### src/rtl/cmp_arbiter_pkg.sv
// rtl/cmp_arbiter_pkg.sv - shared comparator codes, condition op encodings and op evaluation
//
// Contents:
//   cmp_*   : 2-bit code of A vs B (00 = none)
//   zero_*  : 2-bit code of A vs 0 (00 = none)
//   cmpop_* : 4-bit condition op encodings; 10..15 are reserved and never true
//   state_e : arbiter FSM states
//   eval_op : resolves a condition op from the cmp and zero codes
package cmp_arbiter_pkg;

  localparam logic [1:0] cmp_none  = 2'b00;
  localparam logic [1:0] cmp_eq    = 2'b01;
  localparam logic [1:0] cmp_gt    = 2'b10;
  localparam logic [1:0] cmp_lt    = 2'b11;

  localparam logic [1:0] zero_none = 2'b00;
  localparam logic [1:0] zero_eq   = 2'b01;
  localparam logic [1:0] zero_gt   = 2'b10;
  localparam logic [1:0] zero_lt   = 2'b11;

  localparam logic [3:0] cmpop_eq  = 4'd0;
  localparam logic [3:0] cmpop_ne  = 4'd1;
  localparam logic [3:0] cmpop_lez = 4'd2;
  localparam logic [3:0] cmpop_gtz = 4'd3;
  localparam logic [3:0] cmpop_ltz = 4'd4;
  localparam logic [3:0] cmpop_gez = 4'd5;
  localparam logic [3:0] cmpop_ge  = 4'd6;
  localparam logic [3:0] cmpop_lt  = 4'd7;
  localparam logic [3:0] cmpop_gt  = 4'd8;
  localparam logic [3:0] cmpop_le  = 4'd9;

  typedef enum logic {
    ST_IDLE = 1'b0,
    ST_HOLD = 1'b1
  } state_e;

  function automatic logic eval_op(input logic [3:0] op,
                                   input logic [1:0] cmp,
                                   input logic [1:0] zero);
    logic taken;
    taken = 1'b0;
    case (op)
      cmpop_eq:  taken = (cmp == cmp_eq);
      cmpop_ne:  taken = (cmp != cmp_eq);
      cmpop_lez: taken = (zero == zero_eq) || (zero == zero_lt);
      cmpop_gtz: taken = (zero == zero_gt);
      cmpop_ltz: taken = (zero == zero_lt);
      cmpop_gez: taken = (zero == zero_eq) || (zero == zero_gt);
      cmpop_ge:  taken = (cmp == cmp_eq) || (cmp == cmp_gt);
      cmpop_lt:  taken = (cmp == cmp_lt);
      cmpop_gt:  taken = (cmp == cmp_gt);
      cmpop_le:  taken = (cmp == cmp_eq) || (cmp == cmp_lt);
      default:   taken = 1'b0;
    endcase
    return taken;
  endfunction

endpackage

### src/rtl/cmp_arbiter_cmp.sv
// rtl/cmp_arbiter_cmp.sv - signed comparator producing A-vs-B and A-vs-0 codes
//
// Ports:
//   a_i, b_i : W-bit signed operands
//   cmp_o    : cmp_eq / cmp_gt / cmp_lt of a_i vs b_i (eq checked first, then gt)
//   zero_o   : zero_eq / zero_gt / zero_lt of a_i vs 0
module cmp_arbiter_cmp
  import cmp_arbiter_pkg::*;
#(
  parameter int W = 32
) (
  input  logic [W-1:0] a_i,
  input  logic [W-1:0] b_i,
  output logic [1:0]   cmp_o,
  output logic [1:0]   zero_o
);

  always_comb begin
    cmp_o = cmp_lt;
    if ($signed(a_i) == $signed(b_i)) begin
      cmp_o = cmp_eq;
    end else if ($signed(a_i) > $signed(b_i)) begin
      cmp_o = cmp_gt;
    end
  end

  // Sign bit alone decides negative; any other non-zero value is positive.
  always_comb begin
    zero_o = zero_gt;
    if (a_i == '0) begin
      zero_o = zero_eq;
    end else if (a_i[W-1]) begin
      zero_o = zero_lt;
    end
  end

endmodule

### src/rtl/cmp_arbiter.sv
// rtl/cmp_arbiter.sv - two-port arbiter in front of one shared signed comparator
//
// Ports:
//   clk, reset              : clock, asynchronous active-low reset
//   req_valid[1:0]          : per-port request valid (0 = branch unit, 1 = trap unit)
//   req_ready[1:0]          : one-hot grant, combinational
//   req_a0/b0, req_a1/b1    : per-port W-bit operands
//   req_op0, req_op1        : per-port 4-bit condition op
//   rsp_valid, rsp_ready    : result handshake
//   rsp_id                  : port owning the result
//   rsp_cmp, rsp_zero       : comparator codes of the latched operands (00 while idle)
//   rsp_taken               : latched condition op evaluated true
//   flush                   : drops the held result and suppresses this cycle's grant
module cmp_arbiter
  import cmp_arbiter_pkg::*;
#(
  parameter int PRIO_FIXED = 0,
  parameter int W          = 32
) (
  input  logic         clk,
  input  logic         reset,
  input  logic [1:0]   req_valid,
  output logic [1:0]   req_ready,
  input  logic [W-1:0] req_a0,
  input  logic [W-1:0] req_b0,
  input  logic [W-1:0] req_a1,
  input  logic [W-1:0] req_b1,
  input  logic [3:0]   req_op0,
  input  logic [3:0]   req_op1,
  output logic         rsp_valid,
  input  logic         rsp_ready,
  output logic         rsp_id,
  output logic [1:0]   rsp_cmp,
  output logic [1:0]   rsp_zero,
  output logic         rsp_taken,
  input  logic         flush
);

  state_e       state_q;
  logic         rsp_valid_q;
  logic         rsp_id_q;
  logic         rr_ptr_q;
  logic [W-1:0] a_q;
  logic [W-1:0] b_q;
  logic [3:0]   op_q;

  logic         can_accept;
  logic         grant_d;
  logic         winner_d;
  logic [1:0]   cmp_w;
  logic [1:0]   zero_w;

  // A held result frees the comparator in the same cycle it is consumed,
  // which is what gives back-to-back throughput.
  assign can_accept = (state_q == ST_IDLE) || (rsp_valid_q && rsp_ready);

  always_comb begin
    grant_d  = can_accept && !flush && (req_valid != 2'b00);
    winner_d = 1'b0;
    if (req_valid == 2'b11) begin
      winner_d = (PRIO_FIXED != 0) ? 1'b0 : rr_ptr_q;
    end else begin
      winner_d = req_valid[1];
    end
    req_ready = 2'b00;
    if (grant_d) begin
      req_ready = winner_d ? 2'b10 : 2'b01;
    end
  end

  always_ff @(posedge clk or negedge reset) begin
    if (!reset) begin
      state_q     <= ST_IDLE;
      rsp_valid_q <= 1'b0;
      rsp_id_q    <= 1'b0;
      rr_ptr_q    <= 1'b0;
      a_q         <= '0;
      b_q         <= '0;
      op_q        <= 4'd0;
    end else if (flush) begin
      state_q     <= ST_IDLE;
      rsp_valid_q <= 1'b0;
    end else if (grant_d) begin
      state_q     <= ST_HOLD;
      rsp_valid_q <= 1'b1;
      rsp_id_q    <= winner_d;
      rr_ptr_q    <= ~winner_d;
      a_q         <= winner_d ? req_a1 : req_a0;
      b_q         <= winner_d ? req_b1 : req_b0;
      op_q        <= winner_d ? req_op1 : req_op0;
    end else if ((state_q == ST_HOLD) && rsp_ready) begin
      state_q     <= ST_IDLE;
      rsp_valid_q <= 1'b0;
    end
  end

  cmp_arbiter_cmp #(
    .W(W)
  ) u_cmp (
    .a_i   (a_q),
    .b_i   (b_q),
    .cmp_o (cmp_w),
    .zero_o(zero_w)
  );

  // Codes are masked while no result is held so idle outputs read as "none".
  assign rsp_valid = rsp_valid_q;
  assign rsp_id    = rsp_id_q;
  assign rsp_cmp   = rsp_valid_q ? cmp_w : cmp_none;
  assign rsp_zero  = rsp_valid_q ? zero_w : zero_none;
  assign rsp_taken = rsp_valid_q && eval_op(op_q, cmp_w, zero_w);

endmodule

### config.mk
export PLATFORM = sky130hd
export DESIGN_NAME = cmp_arbiter
export DESIGN_NICKNAME = d
export VERILOG_FILES = /design/src/rtl/cmp_arbiter_pkg.sv /design/src/rtl/cmp_arbiter_cmp.sv /design/src/rtl/cmp_arbiter.sv
export SDC_FILE = /design/constraint.sdc
export NUM_CORES = 1
export LEC_CHECK = 0
export ABC_AREA = 1
export BUFFER_PORTS_ARGS = -buffer_cell sky130_fd_sc_hd__buf_2
export CAP_MARGIN = 20
export CELL_PAD_IN_SITES_DETAIL_PLACEMENT = 0
export CELL_PAD_IN_SITES_GLOBAL_PLACEMENT = 1
export CORE_MARGIN = 5
export CORE_UTILIZATION = 38
export DETAILED_ROUTE_END_ITERATION = 6
export PLACE_DENSITY_LB_ADDON = 0.1
export SETUP_SLACK_MARGIN = 0.02
export SYNTH_ARGS = -nofsm -noshare
export SYNTH_HDL_FRONTEND = slang
export SYNTH_SLANG_ARGS = --single-unit
### constraint.sdc
create_clock -name clk -period 6.43 [get_ports clk]
set_input_delay 1.286 -clock clk [delete_from_list [all_inputs] [get_ports clk]]
set_output_delay 1.286 -clock clk [all_outputs]
set_load 0.02 [all_outputs]
==> flow_summary.toml <==
[power]
irDropWorstVdd_mv = 0.117
power_density_nw_per_um2 = 270
seq_power_share = 0.405
p_sw_w = 0.000504
combPwrFrac = 0.327
p_clk_frac = 0.268
swShare = 0.350
p_leak_nw = 2.77
p_int_w = 0.000936
totalPowerFinal_w = 0.00144

[placed_design]
port_buffers = 150
hpwl_mm = 8.78
post_dp_cell_area_um2 = 5110
gp_congestion = 0.794
dp_slack_ps = 2160

[cts]
cts_tree = "built"
clock_path_buffers = 2
cts_resized = 0
cts_made_buffers = 9
cts-root-buf = "clkbuf_8"
hold_buffers = 0
cts.reportedPaths.clkPinSlew_ps = 80
postCtsSetupBuffers = 0
clock-sinks = 71
worstSkewPairLatency_ps = 350
cts-htree-levels = 3

[floorplan]
die_x_um = 115
core_area_um2 = 10900
io_pins = 151
start_util = 0.388
rows = 38
die_h_um = 115
die_area_um2 = 13300

[critical_path]
crit_fanout = 70
r2r_start = "rsp_valid$_DFFE_PN0P_"
cp_slowest_cell = "buf_4"
start_kind = "input pin"
r2r_end = "b_q[21]$_DFFE_PN0P_"
arrival_ps = 2980
worstSetupEndpointType = "primary output"
worst_r2r_path_depth = 8
crit_cells = 8
cp.required_ps = 5140
crit_end = "req_ready[0]"
slowest_delay_ps = 570
worstSetupStartpoint = "rsp_ready"
critical_path_buf_inv_count = 4
rrSetupSlack_ps = 4210
worstSetupPathType = "input pin to primary output"
critical-path-top-delay-family = "buffers and inverters"
path_cells = "buf_2, nor2_1, nor2_1, o21ai_4, buf_4, nor2_4, buf_4, buf_2"

[finish]
drive_above_1_share = 0.265
fillers = 1125
area_growth_syn_to_layout_pct = 26.2
final_core_util = 0.489
stdcell_area_um2 = 5330
final_common_cell = "nand2_1"
nets = 874
final_cell_mix = "218 x nand2_1, 149 x buf_2, 71 x dfrtp_1, 53 x inv_1, 40 x o211ai_1"
diodes = 0

[route]
firstDrtPassIters = 4
wire_per_inst_um = 13.8
num_vias = 4047
via_per_inst = 4.79
drtAntennaViolNets = 0
route.detailed.drc = 0
drt_iter0_drc = 176
drt-total-wl_mm = 11.7

[sta]
drv_slew = 0
fin_setup_tns_ps = 0
setup_ws_ps = 2170
rsz0062_at_grt = "no"
relSlewSlack = 0.394
fin_crit_ps = 4260
min_period_over_period = 0.663
worst_slew_pin_slew_ps = 908
hold_viol = 0
setup_viol = 0
fmax_mhz = 235
skew_ps = 13.0

[flow_run]
drv_cap = 0

[grt]
use_met3 = 0.0305
grt_pass1_vias = 4257
busiest_layer = "met2"
grt_usage = 0.179
grt_pass1_wl_mm = 19.1
met1_usage = 0.239
grt.met2_usage = 0.299
grt_start_max_net_pins = 72
grt_overflow = 0
antenna_found_initial = 0

[hold_path]
min_from = "rsp_id$_DFFE_PN0P_"
hold_path.class = "flip-flop to flip-flop"
holdPathStages = 2

[synthesis]
synth_cell_types = 29
syn_inst = 556
avgSynthCellArea_um2 = 7.59
yosysSeqAreaShare = 0.421
yosys_warnings = 0
synthesis.nets = 730
syn_area_um2 = 4220
synth_seq_cells = 71

[outcome]
status = "complete, no violations"
registers in the layout (all words and copies together), names as in the netlist:
name / flops
b_q: 32
rsp_id: 1
rr_ptr_q: 1
a_q: 32
op_q: 4
rsp_valid: 1
power groups by stage:
| stage | Sequential, W | Clock, W | Combinational, W |
|---|---|---|---|
| final | 0.000583 | 0.000387 | 0.000471 |
| after global routing | 0.000594 | 0.000412 | 0.000549 |
| after CTS | 0.000584 | 0.000396 | 0.000480 |
| after detailed placement | 0.000592 | 0 | 0.000476 |
| after global placement | 0.000591 | 0 | 0.000468 |
| after floorplan | 0.000580 | 0 | 0.000328 |
tightest hold or removal path, stage by stage, from the launching register on:
cell	delay, ps
dfrtp_1	360
nand2_1	60
o21ai_0	70
worst min path at each step:
| stage | endpoint | slack [ps] |
|---|---|---|
| 5_1_grt | rsp_id$_DFFE_PN0P_ | 550 |
| 6_report | rsp_id$_DFFE_PN0P_ | 530 |
| 4_1_cts | rsp_id$_DFFE_PN0P_ | 540 |
| 3_5_place_dp | rsp_id$_DFFE_PN0P_ | 520 |
| 3_3_place_gp | rsp_id$_DFFE_PN0P_ | 490 |
| 2_1_floorplan | b_q[0]$_DFFE_PN0P_ | 470 |
cells by family after synthesis:
kind of cell,share of synthesized area
buffers and inverters,0.0697
AO/OA/AOI/OAI,0.109
AND/OR/NAND/NOR,0.306
adder cells (fa/ha/maj),0.0948
flip-flops,0.421
final cells by class:
| class | count | area [um^2] | area share |
|---|---|---|---|
| Clock buffer | 12 | 165 | 0.0310 |
| Clock inverter | 4 | 52.6 | 0.00986 |
| Inverter | 55 | 206 | 0.0388 |
| Multi-Input combinational cell | 409 | 2170 | 0.407 |
| Sequential cell | 71 | 1780 | 0.333 |
| Tap cell | 140 | 175 | 0.0329 |
| Timing Repair Buffer | 154 | 783 | 0.147 |
metrics by stage:
step | instances | hold slack, ps
2_1_floorplan | 556 | 469
3_3_place_gp | 829 | 493
3_5_place_dp | 829 | 516
4_1_cts | 845 | 536
5_1_grt | 845 | 553
6_report | 845 | 526
synthesized netlist by cell type:
| cell | instances | share of area |
|---|---|---|
| buf_4 | 1 | 0.0018 |
| o211ai_1 | 40 | 0.071 |
| nor2_2 | 5 | 0.0074 |
| a21oi_2 | 1 | 0.0021 |
| o21bai_1 | 1 | 0.0018 |
| or2_2 | 1 | 0.0015 |
| o21ai_0 | 3 | 0.0036 |
| nor2_4 | 1 | 0.0027 |
| clkbuf_1 | 16 | 0.014 |
| o21ai_2 | 1 | 0.0021 |
| nand2_1 | 218 | 0.19 |
| nor3_1 | 4 | 0.0047 |
| nand2_4 | 1 | 0.0027 |
| a21o_1 | 1 | 0.0018 |
| dfrtp_1 | 71 | 0.42 |
| o21a_1 | 2 | 0.0036 |
| nand4_1 | 6 | 0.0089 |
| buf_2 | 4 | 0.0047 |
| nand3_1 | 35 | 0.041 |
| ha_1 | 32 | 0.095 |
| a21oi_1 | 18 | 0.021 |
| o31ai_1 | 1 | 0.0018 |
| nor4_1 | 2 | 0.0030 |
| inv_1 | 53 | 0.047 |
| nand2_2 | 4 | 0.0059 |
| nand3b_1 | 1 | 0.0018 |
| nand4_4 | 1 | 0.0050 |
| nor2_1 | 30 | 0.027 |
| inv_2 | 2 | 0.0018 |
metal layers:
layer  vias up  wire, um
met3         5       780
met2       110      5460
met1      1839      5390
li1       2093         -
met4         0        53
met5         -         0
(Power assumes the default switching activity.)
